**src/rtl/screensaver_motion_ctrl.sv**
```systemverilog
// screensaver_motion_ctrl: per-frame position/bounce/palette scheduler for the
// bouncing-logo screensaver. Once per accepted frame_start, walks
// IDLE -> CALC_X -> CALC_Y -> COMMIT and publishes pos_x/pos_y/color_idx together.
// Optional build macro SCREENSAVER_CORNER_COUNT_EN enables the saturating
// corner_count register; without it corner_count is a constant zero.
module screensaver_motion_ctrl #(
  parameter int unsigned H_ACTIVE     = 640,
  parameter int unsigned V_ACTIVE     = 480,
  parameter int unsigned SPRITE_W     = 64,
  parameter int unsigned SPRITE_H     = 32,
  parameter int unsigned X_INIT       = 100,
  parameter int unsigned Y_INIT       = 50,
  parameter int unsigned PALETTE_SIZE = 6
) (
  input  logic       clk_25_175,
  input  logic       rst,
  input  logic       frame_start,
  input  logic       pause,
  input  logic [1:0] speed,
  output logic [9:0] pos_x,
  output logic [9:0] pos_y,
  output logic [2:0] color_idx,
  output logic       bounce,
  output logic       corner,
  output logic       busy,
  output logic       overrun,
  output logic [7:0] corner_count
);

  localparam int unsigned X_MAX = H_ACTIVE - SPRITE_W;
  localparam int unsigned Y_MAX = V_ACTIVE - SPRITE_H;
  localparam logic [10:0] X_MAX_W  = 11'(X_MAX);
  localparam logic [10:0] Y_MAX_W  = 11'(Y_MAX);
  localparam logic [2:0]  COLOR_LAST = 3'(PALETTE_SIZE - 1);

  typedef enum logic [1:0] {
    IDLE   = 2'd0,
    CALC_X = 2'd1,
    CALC_Y = 2'd2,
    COMMIT = 2'd3
  } state_t;

  state_t      state;
  logic [2:0]  step;
  logic        dir_x;   // 1 = moving right
  logic        dir_y;   // 1 = moving down
  logic [9:0]  nx;
  logic [9:0]  ny;
  logic        ndir_x;
  logic        ndir_y;
  logic        hit_x;
  logic        hit_y;

  // 11-bit forward/backward candidates so edge tests can never wrap
  logic [10:0] x_fwd_c;
  logic [10:0] x_back_c;
  logic [10:0] y_fwd_c;
  logic [10:0] y_back_c;
  logic [10:0] step_w_c;

  assign step_w_c = 11'(step);
  assign x_fwd_c  = 11'(pos_x) + step_w_c;
  assign x_back_c = 11'(pos_x) - step_w_c;
  assign y_fwd_c  = 11'(pos_y) + step_w_c;
  assign y_back_c = 11'(pos_y) - step_w_c;

  // Motion FSM: shadow computation in CALC_X/CALC_Y, atomic publish in COMMIT
  always_ff @(posedge clk_25_175 or posedge rst) begin
    if (rst) begin
      state     <= IDLE;
      step      <= 3'd1;
      pos_x     <= 10'(X_INIT);
      pos_y     <= 10'(Y_INIT);
      color_idx <= 3'd0;
      dir_x     <= 1'b1;
      dir_y     <= 1'b1;
      nx        <= 10'(X_INIT);
      ny        <= 10'(Y_INIT);
      ndir_x    <= 1'b1;
      ndir_y    <= 1'b1;
      hit_x     <= 1'b0;
      hit_y     <= 1'b0;
      bounce    <= 1'b0;
      corner    <= 1'b0;
      busy      <= 1'b0;
      overrun   <= 1'b0;
`ifdef SCREENSAVER_CORNER_COUNT_EN
      corner_count <= 8'd0;
`endif
    end else begin
      bounce <= 1'b0;
      corner <= 1'b0;

      // A frame_start that lands on an in-flight update is dropped and flagged
      if (frame_start && (state != IDLE)) begin
        overrun <= 1'b1;
      end

      case (state)
        IDLE: begin
          if (frame_start && !pause) begin
            step  <= 3'(speed) + 3'd1;
            busy  <= 1'b1;
            state <= CALC_X;
          end
        end

        CALC_X: begin
          if (dir_x) begin
            if (x_fwd_c >= X_MAX_W) begin
              nx     <= 10'(X_MAX);
              ndir_x <= 1'b0;
              hit_x  <= 1'b1;
            end else begin
              nx     <= x_fwd_c[9:0];
              ndir_x <= 1'b1;
              hit_x  <= 1'b0;
            end
          end else begin
            if (11'(pos_x) <= step_w_c) begin
              nx     <= 10'd0;
              ndir_x <= 1'b1;
              hit_x  <= 1'b1;
            end else begin
              nx     <= x_back_c[9:0];
              ndir_x <= 1'b0;
              hit_x  <= 1'b0;
            end
          end
          state <= CALC_Y;
        end

        CALC_Y: begin
          if (dir_y) begin
            if (y_fwd_c >= Y_MAX_W) begin
              ny     <= 10'(Y_MAX);
              ndir_y <= 1'b0;
              hit_y  <= 1'b1;
            end else begin
              ny     <= y_fwd_c[9:0];
              ndir_y <= 1'b1;
              hit_y  <= 1'b0;
            end
          end else begin
            if (11'(pos_y) <= step_w_c) begin
              ny     <= 10'd0;
              ndir_y <= 1'b1;
              hit_y  <= 1'b1;
            end else begin
              ny     <= y_back_c[9:0];
              ndir_y <= 1'b0;
              hit_y  <= 1'b0;
            end
          end
          state <= COMMIT;
        end

        COMMIT: begin
          pos_x  <= nx;
          pos_y  <= ny;
          dir_x  <= ndir_x;
          dir_y  <= ndir_y;
          bounce <= hit_x | hit_y;
          corner <= hit_x & hit_y;
          // One palette advance per frame, even when both edges are hit
          if (hit_x | hit_y) begin
            if (color_idx == COLOR_LAST) begin
              color_idx <= 3'd0;
            end else begin
              color_idx <= color_idx + 3'd1;
            end
          end
`ifdef SCREENSAVER_CORNER_COUNT_EN
          if (hit_x && hit_y && (corner_count != 8'hFF)) begin
            corner_count <= corner_count + 8'd1;
          end
`endif
          busy  <= 1'b0;
          state <= IDLE;
        end

        default: begin
          busy  <= 1'b0;
          state <= IDLE;
        end
      endcase
    end
  end

`ifndef SCREENSAVER_CORNER_COUNT_EN
  assign corner_count = 8'd0;
`endif

endmodule
```
**config.mk**
```make
export PLATFORM = sky130hd
export DESIGN_NAME = screensaver_motion_ctrl
export DESIGN_NICKNAME = d
export VERILOG_FILES = /design/src/rtl/screensaver_motion_ctrl.sv
export SDC_FILE = /design/constraint.sdc
export NUM_CORES = 1
export LEC_CHECK = 0
export CAP_MARGIN = 20
export CORE_MARGIN = 2
export CORE_UTILIZATION = 40
export CTS_BUF_LIST = sky130_fd_sc_hd__clkbuf_4 sky130_fd_sc_hd__clkbuf_8
export DETAILED_ROUTE_END_ITERATION = 16
export SYNTH_ARGS = -nofsm -noshare
export SYNTH_HDL_FRONTEND = slang
export SYNTH_SLANG_ARGS = --single-unit
```
**constraint.sdc**
```tcl
create_clock -name clk_25_175 -period 3.6 [get_ports clk_25_175]
set_clock_uncertainty 0.15 [all_clocks]
set_input_delay 0.54 -clock clk_25_175 [delete_from_list [all_inputs] [get_ports clk_25_175]]
set_output_delay 0.54 -clock clk_25_175 [all_outputs]
set_load 0.02 [all_outputs]
```
# ---- Yosys cells after proc, flatten, opt, wreduce, memory -nomap -nowiden
# Cells that the tools add are included.
dict set report word_totals {
  regBits 58
  inputBits 6
  output_inout_bits 35
  word_cells 66
}
dict set report op_classes {
  n_addsub 6
  magnitude_cmp 4
  eq_ne 5
  mux 23
  n_bitwise 2
  reduce_logical 9
}
# operator count
set op_table {}
lappend op_table {{two-way mux 10 bit} 6}
lappend op_table {{adder 10 x 3 -> 11 bit} 2}
lappend op_table {{<= comparator 10 x 3 -> 1 bit} 2}
lappend op_table {{subtractor 10 x 3 -> 10 bit} 2}
lappend op_table {{two-way mux 1 bit} 13}
lappend op_table {{greater-or-equal comparator 11 x 10 -> 1 bit (second input constant)} 1}
lappend op_table {{greater-or-equal comparator 11 x 9 -> 1 bit (second input constant)} 1}
lappend op_table {{case mux 2 bit (4 select lines)} 1}
lappend op_table {{AND reduction 2 bit} 3}
lappend op_table {{equality test 2 bit (second input constant)} 2}
lappend op_table {{nonzero test 2 bit} 2}
lappend op_table {{adder 2 x 1 -> 3 bit (second input constant)} 1}
lappend op_table {{adder 3 x 1 -> 3 bit (second input constant)} 1}
lappend op_table {{equality test 3 bit (second input constant)} 1}
lappend op_table {{two-way mux 3 bit} 1}
lappend op_table {{equality test 2 x 1 -> 1 bit (second input constant)} 1}
lappend op_table {{logical AND 1 bit} 2}
lappend op_table {{zero test 2 bit} 1}
lappend op_table {{two-way mux 2 bit} 1}
lappend op_table {{inequality test 2 bit (second input constant)} 1}
lappend op_table {{case mux 1 bit (2 select lines)} 1}
lappend op_table {{bitwise AND 1 bit} 1}
lappend op_table {{zero test 1 bit} 1}
lappend op_table {{OR 1 bit} 1}

# ---- Longest topological paths before layout
dict set report logic_depth {
  depth_word 4
  ltp_mapped 11
  mapped_depth_nobuf 10
}

# ---- Worst setup path before layout
# OpenSTA, ideal clock, no wires.
dict set report synth_path {
  kind {flip-flop to flip-flop}
  startpoint {register pos_y[0]}
  endpoint {register ny[8]}
  setup_ns 0.123
  arrival_time_ns 2.531
  required_time_ns 3.327
  setup_slack_ns 0.797
  stages_incl_launch_ff 9
  n_path_buf 0
  synth_period_minus_slack_ns 2.803
  cell_sequence {dfrtp_1 ha_1 fa_1 nor2b_1 o21a_2 and3_4 o41ai_4 nand3_1 o221a_2}
}
dict set report synth_between {
  elab_chain_len 4
  word_cells_on_any_way 7
  cone_classes {add/sub: 2; order compare: 2; mux: 3}
}
# element line
set synth_rtl {}
lappend synth_rtl {{from (decl)} 21} ;# output logic [9:0] pos_y,
lappend synth_rtl {{from (signal assigned)} 73} ;# pos_y <= 10'(Y_INIT);
lappend synth_rtl {{from (signal assigned)} 160} ;# pos_y <= ny;
lappend synth_rtl {{adder 10 x 3 -> 11 bit} 64} ;# assign y_fwd_c = 11'(pos_y) + step_w_c;
lappend synth_rtl {{greater-or-equal comparator 11 x 9 -> 1 bit} 135} ;# if (y_fwd_c >= Y_MAX_W) begin
lappend synth_rtl {{two-way mux 10 bit} 135}
lappend synth_rtl {{two-way mux 10 bit *} 134} ;# if (dir_y) begin
lappend synth_rtl {{to (signal assigned)} 78} ;# ny <= 10'(Y_INIT);
lappend synth_rtl {{to (signal assigned)} 136} ;# ny <= 10'(Y_MAX);
lappend synth_rtl {{to (signal assigned)} 140} ;# ny <= y_fwd_c[9:0];
lappend synth_rtl {{to (decl)} 48} ;# logic [9:0] ny;
# Every way passes the cells marked *; elsewhere a longest branch is shown, timed or not.
# A chain may end at the register's enable or synchronous reset.

# ---- Final worst setup path
# Ends and elaborated chain as after synthesis.

==> flow_summary_export.csv <==
group,metric,value,unit
sta,finalHoldViolations,0,
sta,setup_viol,0,
sta,fin_crit_sh,85.32,%
detailed_routing,drt_pre_antenna_iters,4,
run_status,status,"finished clean",
sta,drv_slew,0,
detailed_routing,wl_per_cell,14.93,um
synth,netlist_top_cells_area,"dfrtp_1, dfstp_2, mux2_2",
sta,rsz0062_at_grt,"false",
sta,period_minus_slack,3072,ps
sta,worst_pin_slew,632.6,ps
synth,yosys-top-cells-count,"dfrtp_1, nand2_1, nor2_1",
synth,async_flop_share,100.0,%
synth,yosysSeqAreaShare,40.27,%
global_route,grt_first_pass_wirelength,13.15,mm
final_layout,drive_gt1_share,19.80,%
synth,yosysUniqueCellTypes,65,
detailed_routing,drc,0,
sta,slew_headroom,57.74,%
detailed_routing,first_iter_violations,199,
floorplan,die_y,99.62,um
sta,fmax,325.6,MHz
global_route,grt_pass1_vias,2649,
floorplan,die_area,9924,um2
worst_setup_path,crit_type,"flop to flop",
worst_setup_path,cp.required,3670,ps
global_route,grt_usage,16.67,%
worst_setup_path,r2r_setup_slack,530,ps
synth,yosysTopAreaCell,"dfrtp_1",
synth,synth.avg_cell_area,9.911,um2
detailed_routing,viasPerCell,5.365,
synth,synth.cell_area,3657,um2
final_layout,insertedDiodeCount,0,
clock_network,cts_buffers,9,
synth,synth_edf_count,0,
global_route,grt_max_degree,22,
floorplan,start_util,41.53,%
clock_network,holdBufCountCts,0,
synth,synth_flop_cell,"dfrtp_1",
power,leakage,0.001725,uW
sta,finalSetupTns,0,ps
clock_network,clock_path_buffers,2,
clock_network,cts_tree,"built",
floorplan,coreArea,8806,um2
final_layout,final_cells,512,
hold_path,holdCritPathClass,"flop to flop",
flow_run,maxCapViolCount,0,
power,peakVddDrop,0.0003662,V
clock_network,post_cts_resized,0,
final_layout,area_growth_syn_to_layout,14.61,%
clock_network,clk_pin_slew,70,ps
placed_design,post-place-cells,496,
synth,syn-instance-count,369,
worst_setup_path,reg2reg_from,"pos_y[0]",
synth,ys_ff_latch,58,
worst_setup_path,cp-end-kind,"flop",
worst_setup_path,critPathLaunchType,"flop",
final_layout,nets,426,
floorplan,io_pins,41,
final_layout,fillers,830,
clock_network,root_buffer,"clkbuf_8",
detailed_routing,drtAntennaViolNets,0,
placed_design,port_buffers,32,
clock_network,cts_htree_levels,3,
placed_design,gp_congestion,0.8813,
floorplan,die_w,99.62,um
worst_setup_path,cp-startpoint,"pos_y[0]",
global_route,grt_overflow_total,0,
clock_network,clock_latency,330,ps
synth,yosysTopAreaCellShare,28.05,%
worst_setup_path,critPathArrivalTime,3140,ps
placed_design,dp_hpwl,5.717,mm
synth,ys_warn_count,0,
detailed_routing,num_vias,2747,
synth,synthMostInstantiatedCell,"dfrtp_1",
global_route,antenna_found_initial,0,
floorplan,fp-row-count,34,
power,power_density,1030,nW/um2
detailed_routing,wirelength,7.644,mm
clock_network,postCtsSetupBuffers,0,
clock_network,cts.sinks,58,
worst_setup_path,cp_max_fo,10,
hold_path,hp-start,"overrun",
-- worst max-delay path, stage by stage (launching register included) --
cell	delay (ps)
dfrtp_1	400
ha_1	240
fa_1	420
nor3_1	150
o21ai_0	170
o31a_2	380
a211oi_2	490
nand3_1	260
o221a_2	300
-- cell families after synthesis --
kind of cell               after synthesis  share of synthesized area [%]
AOI/OAI and AO/OA                       84                          17.14
xor gates and xnor gates                23                          5.508
adders and majority gates               21                          8.005
buffers and inverters                   48                          7.355
DFF                                     58                          40.27
muxes                                   20                          6.158
other                                    1                         0.1025
and+or+nand+nor                        114                          15.46
-- where the power goes --
group / switching [uW] / total (uW) / leakage [uW] / internal (uW)
sequential: 377 / 1390 / 0.000672 / 1010
clock: 254 / 574 / 0.000103 / 320
combinational: 1280 / 2350 / 0.000949 / 1070
-- path summary, 6_finish.rpt --
path	to	cells past startpoint
setup / recovery	ny[8]	8
hold / removal	overrun	1
setup reg to reg	ny[8]	8
hold reg to reg	overrun	1
max in group asynchronous	nx[6]	3
min in group asynchronous	ny[0]	2
-- cells in the final DEF, fill, tap and decap left out, types with 10 or more instances in the layout --
cell type	Yosys	layout
nand3_1	11	11
inv_1	20	19
nand2_1	31	31
ha_1	17	17
xnor2_1	11	11
a21oi_1	10	10
clkdlybuf4s50_1	0	32
nor2_1	30	30
o21ai_0	23	23
mux2_2	20	20
dfrtp_1	41	41
dfstp_2	17	17
xor2_1	12	12
clkbuf_8	0	12
-- cell type report --
class | count | area [um2] | area share [%]
inverter | 21 | 78.83 | 1.881
timing repair buffer | 39 | 372.9 | 8.896
clock buffer | 14 | 180.2 | 4.299
clock inverter | 2 | 10.01 | 0.2388
sequential | 58 | 1473 | 35.13
multi-input combinational | 270 | 1942 | 46.33
tap | 108 | 135.1 | 3.224
-- routing by layer --
layer | vias to the layer above | part of all wire (%) | global-route usage, %
met5 | - | 0 | 0
met4 | 0 | 1.0 | 6.639
met3 | 7 | 5.9 | 2.952
met2 | 71 | 43 | 23.80
met1 | 1315 | 50 | 24.96
li1 | 1354 | - | -
-- state kept, by name, indices dropped and copies added, names as in the netlist, 2 cells and up --
name	count
ny	10
color_idx	3
nx	10
step	3
pos_y	10
pos_x	10
state	2
-- metrics by stage --
stage                     power, uW  instance area (um2)  utilization [%]  hold slack (ps)  worst slack (ps)
after floorplan                3111                 3684                -            295.5             796.8
after global placement         3711                 4001            45.44            291.6             667.2
after detailed placement       3729                 4001            45.44            296.1             585.8
after CTS                      4326                 4192            47.60            315.5             569.8
after global routing           4695                 4192            47.60            327.3             276.1
final                          4317                 4192            47.60            308.0             528.5
No activity file was read; power rests on OpenSTA's default activity.
